[config.mk]
export PLATFORM = sky130hd
export DESIGN_NAME = mining_job_sequencer_flat
export DESIGN_NICKNAME = d
export VERILOG_FILES = /design/src/rtl/mining_job_sequencer_if.sv /design/src/rtl/mining_job_sequencer.sv /design/src/flat_wrapper.sv
export SDC_FILE = /design/constraint.sdc
export NUM_CORES = 1
export LEC_CHECK = 0
export ABC_AREA = 1
export BUFFER_PORTS_ARGS = -buffer_cell sky130_fd_sc_hd__buf_2
export CAP_MARGIN = 20
export CORE_MARGIN = 4
export CORE_UTILIZATION = 54
export DETAILED_ROUTE_END_ITERATION = 12
export MAX_ROUTING_LAYER = met4
export PLACE_DENSITY = 0.86
export SETUP_SLACK_MARGIN = 0.2
export SLEW_MARGIN = 20
export SYNTH_ARGS = -nofsm -noshare
export SYNTH_HDL_FRONTEND = slang
export SYNTH_SLANG_ARGS = --single-unit
[constraint.sdc]
create_clock -name clk -period 2.4 [get_ports clk]
set_input_delay 0.36 -clock clk [delete_from_list [all_inputs] [get_ports clk]]
set_output_delay 0.36 -clock clk [all_outputs]
set_load 0.01 [all_outputs]
[src/rtl/mining_job_sequencer_if.sv]
// Bundle of every non-clock signal of the mining job sequencer.
//
// Handshakes:
//   Job words move on job_valid/job_ready. A word is consumed on every cycle
//   where both are 1; the source must hold job_data steady until then.
//   Results move on res_valid/res_ack. res_nonce/res_timeout are stable while
//   res_valid=1 and are retired on the cycle where res_ack=1.
//
// Modports:
//   master : host word source, core and result consumer (the environment)
//   slave  : the sequencer itself
interface mining_job_sequencer_if #(
    parameter int TIMEOUT_W = 32
);
    // host job word stream
    logic                 job_valid;
    logic [31:0]          job_data;
    logic                 job_ready;
    logic                 abort;
    logic [TIMEOUT_W-1:0] timeout_cycles;
    // design core side
    logic                 start_found;
    logic                 shift_in_en;
    logic [31:0]          core_data;
    logic                 sol_claim;
    logic [31:0]          nonce_in;
    logic                 sol_response;
    // result port
    logic                 res_valid;
    logic [31:0]          res_nonce;
    logic                 res_timeout;
    logic                 res_ack;
    logic                 busy;

    modport master (
        output job_valid, job_data, abort, timeout_cycles, sol_claim, nonce_in, res_ack,
        input  job_ready, start_found, shift_in_en, core_data, sol_response,
               res_valid, res_nonce, res_timeout, busy
    );

    modport slave (
        input  job_valid, job_data, abort, timeout_cycles, sol_claim, nonce_in, res_ack,
        output job_ready, start_found, shift_in_en, core_data, sol_response,
               res_valid, res_nonce, res_timeout, busy
    );
endinterface

[src/rtl/mining_job_sequencer.sv]
// Sequences one mining job at a time from a host word stream into the SHA
// design core: pulses start_found, streams MID_WORDS midstate words and
// HEAD_WORDS header words, waits for a solution claim or a timeout,
// acknowledges the claim and reports the golden nonce (or a timeout) on a
// valid/ack result port.
//
// Ports:
//   clk        : system clock, rising edge
//   n_rst      : asynchronous active-low reset
//   bus        : mining_job_sequencer_if.slave (job stream, core strobes, result port)
//   state_dbg  : current FSM state, for observation only
module mining_job_sequencer #(
    parameter int TIMEOUT_W  = 32,
    parameter int MID_WORDS  = 8,
    parameter int HEAD_WORDS = 16
) (
    input  logic                  clk,
    input  logic                  n_rst,
    mining_job_sequencer_if.slave bus,
    output logic [2:0]            state_dbg
);

    localparam int MAX_WORDS = (HEAD_WORDS > MID_WORDS) ? HEAD_WORDS : MID_WORDS;
    localparam int CNT_W     = (MAX_WORDS > 1) ? $clog2(MAX_WORDS) : 1;

    typedef enum logic [2:0] {
        ST_IDLE      = 3'd0,
        ST_START     = 3'd1,
        ST_LOAD_MID  = 3'd2,
        ST_LOAD_HEAD = 3'd3,
        ST_SOLVE     = 3'd4,
        ST_RESPOND   = 3'd5,
        ST_REPORT    = 3'd6
    } state_t;

    state_t               state_q, state_d;
    logic [CNT_W-1:0]     cnt_q, cnt_d;
    logic [TIMEOUT_W-1:0] timer_q, timer_d;
    logic [31:0]          res_nonce_q, res_nonce_d;
    logic                 res_timeout_q, res_timeout_d;
    // Strobes are registered from the next state so they line up exactly
    // with the state they belong to and never glitch.
    logic                 job_ready_q, job_ready_d;
    logic                 start_found_q, start_found_d;
    logic                 sol_response_q, sol_response_d;
    logic                 res_valid_q, res_valid_d;
    logic                 busy_q, busy_d;

    logic                 accept;

    assign accept = bus.job_valid & job_ready_q;

    always_comb begin
        state_d       = state_q;
        cnt_d         = cnt_q;
        timer_d       = timer_q;
        res_nonce_d   = res_nonce_q;
        res_timeout_d = res_timeout_q;

        case (state_q)
            ST_IDLE: begin
                // Only notices the job; the first word stays on the bus.
                if (bus.job_valid) begin
                    state_d = ST_START;
                end
            end
            ST_START: begin
                state_d = ST_LOAD_MID;
                cnt_d   = '0;
            end
            ST_LOAD_MID: begin
                if (accept) begin
                    if (cnt_q == CNT_W'(MID_WORDS - 1)) begin
                        state_d = ST_LOAD_HEAD;
                        cnt_d   = '0;
                    end else begin
                        cnt_d = cnt_q + CNT_W'(1);
                    end
                end
            end
            ST_LOAD_HEAD: begin
                if (accept) begin
                    if (cnt_q == CNT_W'(HEAD_WORDS - 1)) begin
                        state_d = ST_SOLVE;
                        cnt_d   = '0;
                        timer_d = bus.timeout_cycles;
                    end else begin
                        cnt_d = cnt_q + CNT_W'(1);
                    end
                end
            end
            ST_SOLVE: begin
                if (timer_q != '0) begin
                    timer_d = timer_q - TIMEOUT_W'(1);
                end
                // Claim is checked first so it wins over a coincident expiry.
                if (bus.sol_claim) begin
                    res_nonce_d   = bus.nonce_in;
                    res_timeout_d = 1'b0;
                    state_d       = ST_RESPOND;
                end else if ((timer_q == TIMEOUT_W'(1)) && (bus.timeout_cycles != '0)) begin
                    res_nonce_d   = '0;
                    res_timeout_d = 1'b1;
                    state_d       = ST_REPORT;
                end
            end
            ST_RESPOND: begin
                state_d = ST_REPORT;
            end
            ST_REPORT: begin
                if (bus.res_ack) begin
                    state_d = ST_IDLE;
                end
            end
            default: begin
                state_d = ST_IDLE;
            end
        endcase

        // Abort discards everything, including a claim seen this same cycle.
        if (bus.abort && (state_q != ST_IDLE)) begin
            state_d       = ST_IDLE;
            cnt_d         = '0;
            res_nonce_d   = res_nonce_q;
            res_timeout_d = res_timeout_q;
        end

        // The timer only has meaning while solving.
        if (state_d != ST_SOLVE) begin
            timer_d = '0;
        end

        job_ready_d    = (state_d == ST_LOAD_MID) || (state_d == ST_LOAD_HEAD);
        start_found_d  = (state_d == ST_START);
        sol_response_d = (state_d == ST_RESPOND);
        res_valid_d    = (state_d == ST_REPORT);
        busy_d         = (state_d != ST_IDLE);
    end

    always_ff @(posedge clk or negedge n_rst) begin
        if (!n_rst) begin
            state_q        <= ST_IDLE;
            cnt_q          <= '0;
            timer_q        <= '0;
            res_nonce_q    <= '0;
            res_timeout_q  <= 1'b0;
            job_ready_q    <= 1'b0;
            start_found_q  <= 1'b0;
            sol_response_q <= 1'b0;
            res_valid_q    <= 1'b0;
            busy_q         <= 1'b0;
        end else begin
            state_q        <= state_d;
            cnt_q          <= cnt_d;
            timer_q        <= timer_d;
            res_nonce_q    <= res_nonce_d;
            res_timeout_q  <= res_timeout_d;
            job_ready_q    <= job_ready_d;
            start_found_q  <= start_found_d;
            sol_response_q <= sol_response_d;
            res_valid_q    <= res_valid_d;
            busy_q         <= busy_d;
        end
    end

    assign bus.job_ready    = job_ready_q;
    assign bus.shift_in_en  = bus.job_valid & job_ready_q;
    assign bus.core_data    = bus.job_data;
    assign bus.start_found  = start_found_q;
    assign bus.sol_response = sol_response_q;
    assign bus.res_valid    = res_valid_q;
    assign bus.res_nonce    = res_nonce_q;
    assign bus.res_timeout  = res_timeout_q;
    assign bus.busy         = busy_q;
    assign state_dbg        = state_q;

endmodule
[src/flat_wrapper.sv]
// flat-port wrapper written by rule: the top's interface ports become plain ports
module mining_job_sequencer_flat 
#(
    parameter int TIMEOUT_W  = 32,
    parameter int MID_WORDS  = 8,
    parameter int HEAD_WORDS = 16
)
  (clk, n_rst, state_dbg, bus_job_valid, bus_job_data, bus_abort, bus_timeout_cycles, bus_sol_claim, bus_nonce_in, bus_res_ack, bus_job_ready, bus_start_found, bus_shift_in_en, bus_core_data, bus_sol_response, bus_res_valid, bus_res_nonce, bus_res_timeout, bus_busy);
  mining_job_sequencer_if #(.TIMEOUT_W(TIMEOUT_W)) bus_i ();
  input  logic clk;
  input  logic n_rst;
  output logic [2:0] state_dbg;
  input wire logic [$bits(bus_i.job_valid)-1:0] bus_job_valid;
  input wire logic [$bits(bus_i.job_data)-1:0] bus_job_data;
  input wire logic [$bits(bus_i.abort)-1:0] bus_abort;
  input wire logic [$bits(bus_i.timeout_cycles)-1:0] bus_timeout_cycles;
  input wire logic [$bits(bus_i.sol_claim)-1:0] bus_sol_claim;
  input wire logic [$bits(bus_i.nonce_in)-1:0] bus_nonce_in;
  input wire logic [$bits(bus_i.res_ack)-1:0] bus_res_ack;
  output wire logic [$bits(bus_i.job_ready)-1:0] bus_job_ready;
  output wire logic [$bits(bus_i.start_found)-1:0] bus_start_found;
  output wire logic [$bits(bus_i.shift_in_en)-1:0] bus_shift_in_en;
  output wire logic [$bits(bus_i.core_data)-1:0] bus_core_data;
  output wire logic [$bits(bus_i.sol_response)-1:0] bus_sol_response;
  output wire logic [$bits(bus_i.res_valid)-1:0] bus_res_valid;
  output wire logic [$bits(bus_i.res_nonce)-1:0] bus_res_nonce;
  output wire logic [$bits(bus_i.res_timeout)-1:0] bus_res_timeout;
  output wire logic [$bits(bus_i.busy)-1:0] bus_busy;
  assign bus_i.job_valid = bus_job_valid;
  assign bus_i.job_data = bus_job_data;
  assign bus_i.abort = bus_abort;
  assign bus_i.timeout_cycles = bus_timeout_cycles;
  assign bus_i.sol_claim = bus_sol_claim;
  assign bus_i.nonce_in = bus_nonce_in;
  assign bus_i.res_ack = bus_res_ack;
  assign bus_job_ready = bus_i.job_ready;
  assign bus_start_found = bus_i.start_found;
  assign bus_shift_in_en = bus_i.shift_in_en;
  assign bus_core_data = bus_i.core_data;
  assign bus_sol_response = bus_i.sol_response;
  assign bus_res_valid = bus_i.res_valid;
  assign bus_res_nonce = bus_i.res_nonce;
  assign bus_res_timeout = bus_i.res_timeout;
  assign bus_busy = bus_i.busy;
  mining_job_sequencer #(.TIMEOUT_W(TIMEOUT_W), .MID_WORDS(MID_WORDS), .HEAD_WORDS(HEAD_WORDS)) u_core (.clk(clk), .n_rst(n_rst), .bus(bus_i), .state_dbg(state_dbg));
endmodule
Yosys cells after proc, flatten, opt, wreduce, memory -nomap -nowiden
Cells that the tools add are included.

cells by class
  add/subtract/negate cells = 2
  equal/unequal tests = 20
  multiplexer cells = 25
  bitwise logic cells = 2
  reductions and logical operators = 14

operator list
  kind                                                  number
  2-to-1 mux 32 bit                                     6
  one-hot mux 32 bit (2 select lines)                   1
  nonzero test 32 bit                                   2
  equality test 32 x 1 -> 1 bit, second input constant  1
  subtractor 32 x 1 -> 32 bit, second input constant    1
  2-to-1 mux 3 bit                                      9
  one-hot mux 3 bit (7 select lines)                    1
  2-to-1 mux 4 bit                                      5
  equality test 3 bit, second input constant            5
  equality test 3 x 2 -> 1 bit, second input constant   4
  one-hot mux 4 bit (3 select lines)                    1
  != test 3 x 2 -> 1 bit, second input constant         3
  nonzero test 3 bit                                    3
  equality test 3 x 1 -> 1 bit, second input constant   2
  != test 3 x 1 -> 1 bit, second input constant         2
  AND reduction 3 bit                                   2
  adder 4 x 1 -> 4 bit, second input constant           1
  equality test 4 x 3 -> 1 bit, second input constant   1
  equality test 4 bit, second input constant            1
  AND reduction 4 bit                                   1
  nonzero test 4 bit                                    1
  logical NOT 3 bit                                     1
  != test 3 bit, second input constant                  1
  logical AND 1 bit                                     2
  other kinds (5)                                       6

storage, ports and cells
  register bits = 77
  input port bits = 102
  output and inout bits = 74
  logic and storage cells = 73

Longest topological paths before layout
Gate-level depths: netlist (run 1).

  depth in word-level cells = 9
  depth in mapped cells = 13
  mapped depth without buffers = 12

Least setup slack after synthesis (run 1)
No wires, ideal clock.

  path type = register to register
  from = register u_core.cnt_q[0]
  to = register u_core.timer_q[10]
  library setup time = 0.116 ns
  arrival time = 1.545 ns
  required time = 2.284 ns
  slack = 0.739 ns
  stages on the path, launching flop included = 13
  path buffers = 1
  clock period less this slack = 1.661 ns
  cell sequence = dfrtp_1 -> ha_1 -> nand2_1 -> nor2_1 -> nand2_1 -> nor2_1 -> nor2_1 -> nand2_1 -> nor2_4 -> nand4_1 -> nor2_2 -> buf_4 -> nor2_1

on the way
  cells in the longest elaborated chain, start to end = 8

ends and longest elaborated chain
  what                                                                 line                                                    RTL
  start: declaration                                                   mining_job_sequencer.sv:37                              logic [CNT_W-1:0] cnt_q, cnt_d;
  start signal: assignment                                             mining_job_sequencer.sv:154                             cnt_q <= cnt_d;
  equality test 4 bit or equality test 4 x 3 -> 1 bit (tied branches)  mining_job_sequencer.sv:83, mining_job_sequencer.sv:73
  2-to-1 mux 3 bit, on equally long branches                           mining_job_sequencer.sv:83, mining_job_sequencer.sv:73
  2-to-1 mux 3 bit, on equally long branches                           mining_job_sequencer.sv:82, mining_job_sequencer.sv:72
  one-hot mux 3 bit (7 select lines)                                   mining_job_sequencer.sv:60                              case (state_q)
  2-to-1 mux 3 bit                                                     mining_job_sequencer.sv:121                             if (bus.abort && (state_q != ST_IDLE)) begin
  != test 3 bit                                                        mining_job_sequencer.sv:129                             if (state_d != ST_SOLVE) begin
  != test 3 x 1 -> 1 bit (no line), or another cell as far along       n/a
  AND reduction 4 bit (no line)                                        n/a
  end signal: assignment                                               mining_job_sequencer.sv:155                             timer_q <= timer_d;
  end: declaration                                                     mining_job_sequencer.sv:38                              logic [TIMEOUT_W-1:0] timer_q, timer_d;

Several ways; a longest one is shown, not always the timed one.
A chain may end at the register's enable or synchronous reset.

Worst setup path after layout (run 1)
  from = register u_core.state_q[1], in the netlist u_core.state_dbg[1]
  to = register u_core.timer_q[15]

on the way
  cells in the longest elaborated chain, start to end = 7

ends and longest elaborated chain
  what                                                            line                                                                                 RTL
  start: declaration                                              mining_job_sequencer.sv:36                                                           state_t state_q, state_d;
  start signal: assignment                                        mining_job_sequencer.sv:153                                                          state_q <= state_d;
  2-to-1 mux 3 bit, on equally long branches                      mining_job_sequencer.sv:101, mining_job_sequencer.sv:73, mining_job_sequencer.sv:83
  2-to-1 mux 3 bit, on equally long branches                      mining_job_sequencer.sv:97, mining_job_sequencer.sv:72, mining_job_sequencer.sv:82
  one-hot mux 3 bit (7 select lines)                              mining_job_sequencer.sv:60
  2-to-1 mux 3 bit                                                mining_job_sequencer.sv:121
  != test 3 bit                                                   mining_job_sequencer.sv:129
  != test 3 x 1 -> 1 bit (no line), or another cell as far along  n/a
  AND reduction 4 bit (no line)                                   n/a

Several ways; a longest one is shown, not always the timed one.

==> metrics.cfg, run 1 <==
[run]
drv_cap=0

[timing]
rsz0062_at_grt=no
fmax_mhz=496
setup_viol=0
fin_tns_setup_ns=0
tightestPinTransition_ns=0.781
finalHoldViolations=0
fin_worst_skew_ns=0.00841
min_period_ns=2.01
min_period_over_period_pct=83.9
whs_ns=0.0593
slew_viol_final=0
relSlewSlack_pct=47.9
setup_ws_ns=0.386

[die]
die_x_um=103
placement_rows=34
die_area_um2=10500
start_util_pct=55.4
die_h_um=103
ioPinCount=176
core_um2=8720

[place]
port_buffers=111
dp.cells=886
dpl.hpwl_mm=9.67
place.gp.congestion=0.964
dpl_cell_area_um2=5260
pre_cts_ws_ns=0.367

[worst_setup_path]
slowest_delay_ns=0.44
crit_type=flop to flop
required_ns=2.70
crit_fanout=12
cpMostUsedCell=nand2_1
cp.arrival_ns=2.32
crit_path_cell_trace=nor2_1 > nand2_1 > nand3_1 > nand2_1 > nor2_4 > inv_2 > nor2_4 > buf_12 > buf_6 > nand2_1 > nor2_1
critPathSlowestCell=dfrtp_1
endpoint_kind=flop
startpoint_type=flop

[yosys]
avgSynthCellArea_um2=6.85
synthMostInstantiatedCell=nand2_1
synth-main-ff-cell=dfrtp_1
ys_top_cells_by_area=dfrtp_1, nand2_1, nor2_1
synthCells=705
synth.net_count=811
synth_edf_count=0
ys_warn_count=0
yosys-top-cells-count=nand2_1, nor2_1, dfrtp_1
synthArstFlopShare_pct=100
synth_top_area_cell=dfrtp_1
yosysUniqueCellTypes=35
synth_top_area_share_pct=39.9
synth-seq-cells=77
yosysSeqAreaShare_pct=39.9
syn_area_um2=4830

[worst_hold_path]
hold_path.class=primary input to asynchronous set/reset pin

[power_and_ir_drop]
power.switching_mw=1.03
leakagePower_nw=3.25
clockPowerShare_pct=32.1
cell_internal_pwr_mw=2.02
max-vdd-ir-drop_mv=0.289
pwr-share-comb_pct=20.6
power_frac_seq_pct=47.3
report.power.total_mw=3.06
switching_share_pct=33.8
p_per_area_nw_per_um2=554

[clock_network]
cts_tree=built
h-tree-depth=3
cts.hold.buffers_added=0
cts.sinks=77
clock_latency_ns=0.37
cts_buffers=9
clk_pin_slew_ns=0.09
cts_max_path_buffers=2
cts-root-buf=clkbuf_8

[routing]
dr.pass1.iters=5
post-route-drc-count=0
num_vias=4712
drt_iter0_drc=214
drt-total-wl_mm=12.6
drtAntennaViolNets=0
wl_per_cell_um=14.0
viasPerCell=5.21

[grt]
grt_max_degree=35
overflow=0
antenna_found_initial=0
grt_pass1_wl_mm=20.7
grt_use_total_pct=25.7
grt_pass1_vias=4617

[layout]
post-route-util_pct=63.2
stdcell_area_um2=5510
final_cells=905
area_growth_pct=14.1
layout-drive-gt1-share_pct=22.3
filler_cell_count=779
nNetsFinal=898
n_antenna_cell=0

[outcome]
run_status=finished clean

-- timing repair --
item | 4_1_cts | 5_1_grt
gates resized for setup | 0 | 5
hold endpoints to repair | 0 | 0
endpoints found under the setup margin | 0 | 25
buffers inserted | 0 | 3
-- kinds of logic after synthesis --
family | after synthesis | share of synthesized area, %
AO/OA/AOI/OAI | 52 | 6.32
XOR/XNOR | 5 | 0.907
adder cells (fa/ha/maj) | 4 | 1.04
buffers and inverters | 114 | 12.8
flip-flops | 77 | 39.9
AND/OR/NAND/NOR | 453 | 39.0
-- final cells by class --
class                   count  area (um2)  area share, %
repair buffers            126         709           12.9
clock inverters             7        67.6           1.23
flip-flops and latches     77        1930           35.0
multi-input cells         514        2300           41.8
well taps                 108         135           2.45
clock buffers               9         124           2.25
inverters                  64         244           4.43
-- registers in the layout, summed over array words and instances, names as in the netlist --
signal / flops
u_core.bus.start_found: 1
u_core.bus.res_nonce: 32
u_core.timer_q: 32
u_core.bus.busy: 1
u_core.state_dbg: 3
u_core.bus.job_ready: 1
u_core.bus.res_timeout: 1
u_core.cnt_q: 4
u_core.bus.res_valid: 1
u_core.bus.sol_response: 1
-- per-layer routing --
metal | vias up | routed length (um) | track usage, % | part of all wire [%]
li1 | 2325 | - | - | -
met1 | 2157 | 5130 | 31.5 | 41
met2 | 184 | 6220 | 40.4 | 49
met3 | 46 | 898 | 4.94 | 7.1
met4 | 0 | 410 | 13.1 | 3.2
met5 | - | 0 | - | 0
-- path summary, 6_finish.rpt --
path / from / to / slack [ns] / cells past startpoint
max: u_core.state_dbg[1] / u_core.timer_q[15] / 0.39 / 11
min in group clk: bus_nonce_in[1] / u_core.bus.res_nonce[1] / 0.18 / 3
min reg2reg: u_core.bus.res_nonce[15] / u_core.bus.res_nonce[15] / 0.47 / 2
max reg2reg: u_core.state_dbg[1] / u_core.timer_q[15] / 0.39 / 11
min: n_rst / u_core.bus.res_nonce[28] / 0.06 / 1
max in group asynchronous: n_rst / u_core.bus.res_nonce[18] / 1.73 / 2
-- placed cells by master, fill, tap and decap left out, drive strengths merged, types with 4 or more instances in the layout --
cell type  synthesis  routed
or2                4       4
ha                 4       4
nand3             43      43
buf               47     126
dfrtp             77      77
nor2             129     129
nand4             10      10
o21ai             25      25
clkbuf             3       9
inv               63      66
a21oi             18      18
nand2            260     260
-- worst max-delay path: cells and delay by family (launching register included) --
family	cells	cell delay, ns
AND/OR/NAND/NOR	8	1.15
flip-flops	1	0.44
buffers and inverters	3	0.33
-- power groups by stage --
stage	combinational [mW]	clock [mW]	sequential, mW
floorplan	0.375	0	1.49
global placement	0.569	0	1.46
detailed placement	0.595	0	1.46
CTS	0.600	0.984	1.44
global route	0.701	1.05	1.46
finish	0.630	0.981	1.45
No activity file was read; power rests on OpenSTA's default activity.
==> run 2: changes to the inputs <==
--- a/config.mk
+++ b/config.mk
@@ -9,10 +9,10 @@
 export BUFFER_PORTS_ARGS = -buffer_cell sky130_fd_sc_hd__buf_2
 export CAP_MARGIN = 20
 export CORE_MARGIN = 4
-export CORE_UTILIZATION = 54
+export CORE_UTILIZATION = 50
 export DETAILED_ROUTE_END_ITERATION = 12
 export MAX_ROUTING_LAYER = met4
-export PLACE_DENSITY = 0.86
+export PLACE_DENSITY = 0.81
 export SETUP_SLACK_MARGIN = 0.2
 export SLEW_MARGIN = 20
 export SYNTH_ARGS = -nofsm -noshare
==> constraint.sdc (replaced) <==
create_clock -name clk -period 2.03 [get_ports clk]
set_input_delay 0.3045 -clock clk [delete_from_list [all_inputs] [get_ports clk]]
set_output_delay 0.3045 -clock clk [all_outputs]
set_load 0.01 [all_outputs]
==> metrics.cfg, run 2 (synthesis results as in run 1) <==
[worst_setup_path]
path_buf_inv=1
cpMostUsedCell=nor2_4
crit_end=u_core.timer_q[22]
cp.arrival_ns=2.13
required_ns=2.28
path_depth=11
startpoint_type=flop
cp-startpoint=u_core.cnt_q[1]
r2r_slack_ns=0.15
endpoint_kind=flop
r2r-end=u_core.timer_q[22]
crit_fanout=10
crit_type=flop to flop
rr_startpoint=u_core.cnt_q[1]
critPathSlowestCell=dfrtp_1
slowest_delay_ns=0.41
r2r_cells=11
crit_path_cell_trace=ha_4 > nand3_4 > nor2_4 > nor2_2 > nor2_2 > nand2_2 > nor2_4 > nand4_1 > nor2_4 > clkbuf_16 > nor2_1
cp_top_family=simple AND/OR/NAND/NOR gates

[place]
place.gp.congestion=0.987
port_buffers=111
dpl_cell_area_um2=5370
pre_cts_ws_ns=0.125
dpl.hpwl_mm=9.14

[clock_network]
clk_pin_slew_ns=0.09
cts-root-buf=clkbuf_8
cts_tree=built
cts.sinks=77
h-tree-depth=3
cts_buffers=9
cts_max_path_buffers=2
clock_latency_ns=0.35

[timing]
tightestPinTransition_ns=0.398
fin_tns_setup_ns=0
rsz0062_at_grt=yes
min_period_over_period_pct=92.4
fmax_mhz=533
setup_viol=0
finalHoldViolations=0
fin_worst_skew_ns=0.0100
relSlewSlack_pct=73.5
setup_ws_ns=0.154
min_period_ns=1.88
slew_viol_final=0

[die]
placement_rows=35
die_h_um=106
start_util_pct=51.8
core_um2=9330
die_x_um=106
ioPinCount=176
die_area_um2=11300

[grt]
grt_pass1_vias=4437
grt_pass1_wl_mm=20.4
antenna_found_initial=0
grt_max_degree=51
overflow=0
grt_use_total_pct=22.7

[outcome]
run_status=finished clean

[layout]
layout_commonest_cell=nand2_1
area_growth_pct=24.7
post-route-util_pct=64.6
nNetsFinal=924
stdcell_area_um2=6020
layout-drive-gt1-share_pct=30.4
n_antenna_cell=0
mostFrequentLayoutCells=nand2_1, buf_2, nor2_1, dfrtp_1, inv_1

[routing]
drt_iter0_drc=351
viasPerCell=4.99
drtAntennaViolNets=0
num_vias=4746
drt-total-wl_mm=13.3
dr.pass1.iters=5
post-route-drc-count=0
wl_per_cell_um=13.9

[worst_hold_path]
hold_path.class=primary input to flop

[power_and_ir_drop]
p_per_area_nw_per_um2=603
leakagePower_nw=3.47
max-vdd-ir-drop_mv=0.357

[run]
drv_cap=0

run 2: repair_timing:
action | CTS | global route
endpoints found under the setup margin | 31 | 65
hold endpoints to repair | 27 | 0
pin swaps | 6 | 10
gates cloned | 1 | 2
buffers inserted | 4 | 12
resized for setup | 16 | 65
hold buffers | 1 | 0
run 2: power breakdown:
group          internal (mW)  total [mW]  switching [mW]
Sequential              1.63        1.72          0.0857
Clock                  0.464        1.11           0.646
Combinational          0.316       0.806           0.490
run 2: worst min-delay path, cell delays in order:
cell     delay [ns]
buf_2          0.07
nand2_1        0.04
nand2_1        0.05
run 2: worst min-delay path by stage:
stage	depth (start not counted)	slack (ns)	start	endpoint
floorplan	0	0.009	n_rst	u_core.bus.busy
global placement	1	0.26	n_rst	u_core.timer_q[10]
detailed placement	1	0.26	n_rst	u_core.timer_q[10]
CTS	3	0.14	bus_nonce_in[12]	u_core.bus.res_nonce[12]
global route	3	0.14	bus_nonce_in[23]	u_core.bus.res_nonce[23]
finish	3	0.14	bus_nonce_in[12]	u_core.bus.res_nonce[12]
run 2: per-layer routing:
| metal | global-route usage (%) | share of wire [%] | vias up | routed length [um] |
|---|---|---|---|---|
| met5 | - | 0 | - | 0 |
| met4 | 8.05 | 2.2 | 0 | 295 |
| met3 | 4.49 | 6.7 | 31 | 895 |
| met2 | 35.8 | 49 | 206 | 6490 |
| met1 | 29.4 | 42 | 2130 | 5590 |
| li1 | - | - | 2379 | - |
run 2: area by class of cell:
cell class	count	area, um2
Clock inverter	7	58.8
Clock buffer	9	124
Sequential cell	77	1930
Inverter	64	243
Multi-Input combinational cell	514	2510
Tap cell	129	161
Timing Repair Buffer	152	991
Fill cell	815	3300
run 2: through the flow:
step | power (mW) | hold slack (ns) | instances
detailed placement | 2.43 | 0.258 | 916
floorplan | 2.20 | 0.00891 | 705
global route | 3.81 | 0.144 | 952
global placement | 2.43 | 0.257 | 916
finish | 3.63 | 0.137 | 952
CTS | 3.54 | 0.137 | 938
==> run 3: changes to the inputs <==
--- a/config.mk
+++ b/config.mk
@@ -12,7 +12,7 @@
 export CORE_UTILIZATION = 50
 export DETAILED_ROUTE_END_ITERATION = 12
 export MAX_ROUTING_LAYER = met4
-export PLACE_DENSITY = 0.81
+export PLACE_DENSITY = 0.8
 export SETUP_SLACK_MARGIN = 0.2
 export SLEW_MARGIN = 20
 export SYNTH_ARGS = -nofsm -noshare
==> metrics.cfg, run 3 (synthesis results as in run 1) <==
[timing]
min_period_ns=1.95
fin_tns_setup_ns=0
tightestPinTransition_ns=0.570
min_period_over_period_pct=96.1
fin_worst_skew_ns=0.0147
finalHoldViolations=0
rsz0062_at_grt=yes
fmax_mhz=513
setup_viol=0
relSlewSlack_pct=62.0
slew_viol_final=0

[layout]
layout-drive-gt1-share_pct=30.4
final_cells=962
regArea_um2=1930
multi_input_area_um2=2460
filler_cell_count=831
area_growth_pct=23.7
nNetsFinal=933
layout_commonest_cell=nand2_1
mostFrequentLayoutCells=nand2_1, buf_2, nor2_1, dfrtp_1, inv_1

[grt]
overflow=0
grt_max_degree=44
grt_use_total_pct=24.4
antenna_found_initial=1
grt_pass1_wl_mm=21.9
grt_pass1_vias=4736

[die]
placement_rows=35
ioPinCount=176
start_util_pct=51.8
die_x_um=106
die_area_um2=11300
core_um2=9330
die_h_um=106

[routing]
viasPerCell=5.14
post-route-drc-count=0
drt-total-wl_mm=13.9
wl_per_cell_um=14.4
drt_iter0_drc=344
drtAntennaViolNets=0
num_vias=4948
dr.pass1.iters=6

[clock_network]
cts_buffers=9
cts.sinks=77
clock_latency_ns=0.36
clk_pin_slew_ns=0.09
cts_tree=built
h-tree-depth=3
cts-root-buf=clkbuf_8
cts_max_path_buffers=2

[worst_setup_path]
crit_fanout=11
crit_type=flop to flop
endpoint_kind=flop
startpoint_type=flop
r2r_slack_ns=0.08
rr_startpoint=u_core.cnt_q[1]
cp.arrival_ns=2.20
r2r_cells=11
required_ns=2.28
r2r-end=u_core.timer_q[24]

[power_and_ir_drop]
report.power.total_mw=3.68
leakagePower_nw=3.49
max-vdd-ir-drop_mv=0.423
p_per_area_nw_per_um2=615

[place]
dp.cells=925
place.gp.congestion=0.995
port_buffers=111
dpl.hpwl_mm=10.2

[outcome]
run_status=finished clean

[worst_hold_path]
hold_path.class=primary input to flop
min_from=bus_nonce_in[18]
hold_depth=3
hold_end=u_core.bus.res_nonce[18]

[run]
drv_cap=0

[run 3: per-layer routing]
layer	vias up	routed length, um	track usage [%]
met5	-	0	-
met2	220	6860	39.6
met3	43	823	3.52
met4	0	408	8.60
met1	2283	5760	31.2
li1	2402	-	-
[run 3: worst max-delay path, stage by stage (launching register included)]
cell and delay, ns:
dfrtp_1 0.41, ha_4 0.19, nand3_4 0.09, nor2_4 0.15, nand2_2 0.08, nand3_2 0.09, nand2_2 0.08, nor2_4 0.13
nand4_1 0.15, nor2_2 0.21, buf_6 0.19, nor2_1 0.06
[run 3: worst max path at each step]
stage	startpoint	slack, ns	endpoint	cells past startpoint
after global routing	u_core.timer_q[16]	0.02	u_core.timer_q[0]	11
after detailed placement	u_core.timer_q[0]	0.10	u_core.timer_q[26]	10
after floorplan	u_core.cnt_q[0]	0.37	u_core.timer_q[10]	12
after CTS	u_core.cnt_q[1]	0.18	u_core.timer_q[12]	12
final	u_core.cnt_q[1]	0.08	u_core.timer_q[24]	11
after global placement	u_core.timer_q[0]	0.13	u_core.timer_q[24]	11
[run 3: where the power goes]
part	internal, mW	leakage (nW)	switching, mW
combinational	0.343	2.36	0.536
clock	0.461	0.0881	0.642
sequential	1.63	1.04	0.0644
total	2.43	3.49	1.24
[run 3: per-stage QoR]
step	hold slack (ns)	util [%]	area (um2)	worst slack, ns
CTS	0.136	60.6	5650	0.181
global placement	0.324	58.0	5410	0.134
finish	0.137	64.1	5980	0.0792
detailed placement	0.335	58.0	5410	0.102
global route	0.124	64.1	5980	0.0161
floorplan	0.00891	-	4830	0.369
[run 3: repair_timing]
| item | in CTS | in global routing |
|---|---|---|
| buffers inserted | 3 | 14 |
| cloned | 0 | 2 |
| endpoints found under the setup margin | 32 | 67 |
| gates resized for setup | 9 | 59 |
| pin swaps | 1 | 29 |
| hold buffers | 1 | 0 |
| endpoints found under the hold margin | 40 | 0 |
[run 3: area by class of cell]
type                       instances  share of cell area (%)
multi-input combinational        514                    41.2
sequential                        77                    32.3
timing repair buffer             161                    16.7
inverter                          64                    4.02
tap                              129                    2.70
clock buffer                       9                    2.07
clock inverter                     7                   0.963
antenna                            1                  0.0419
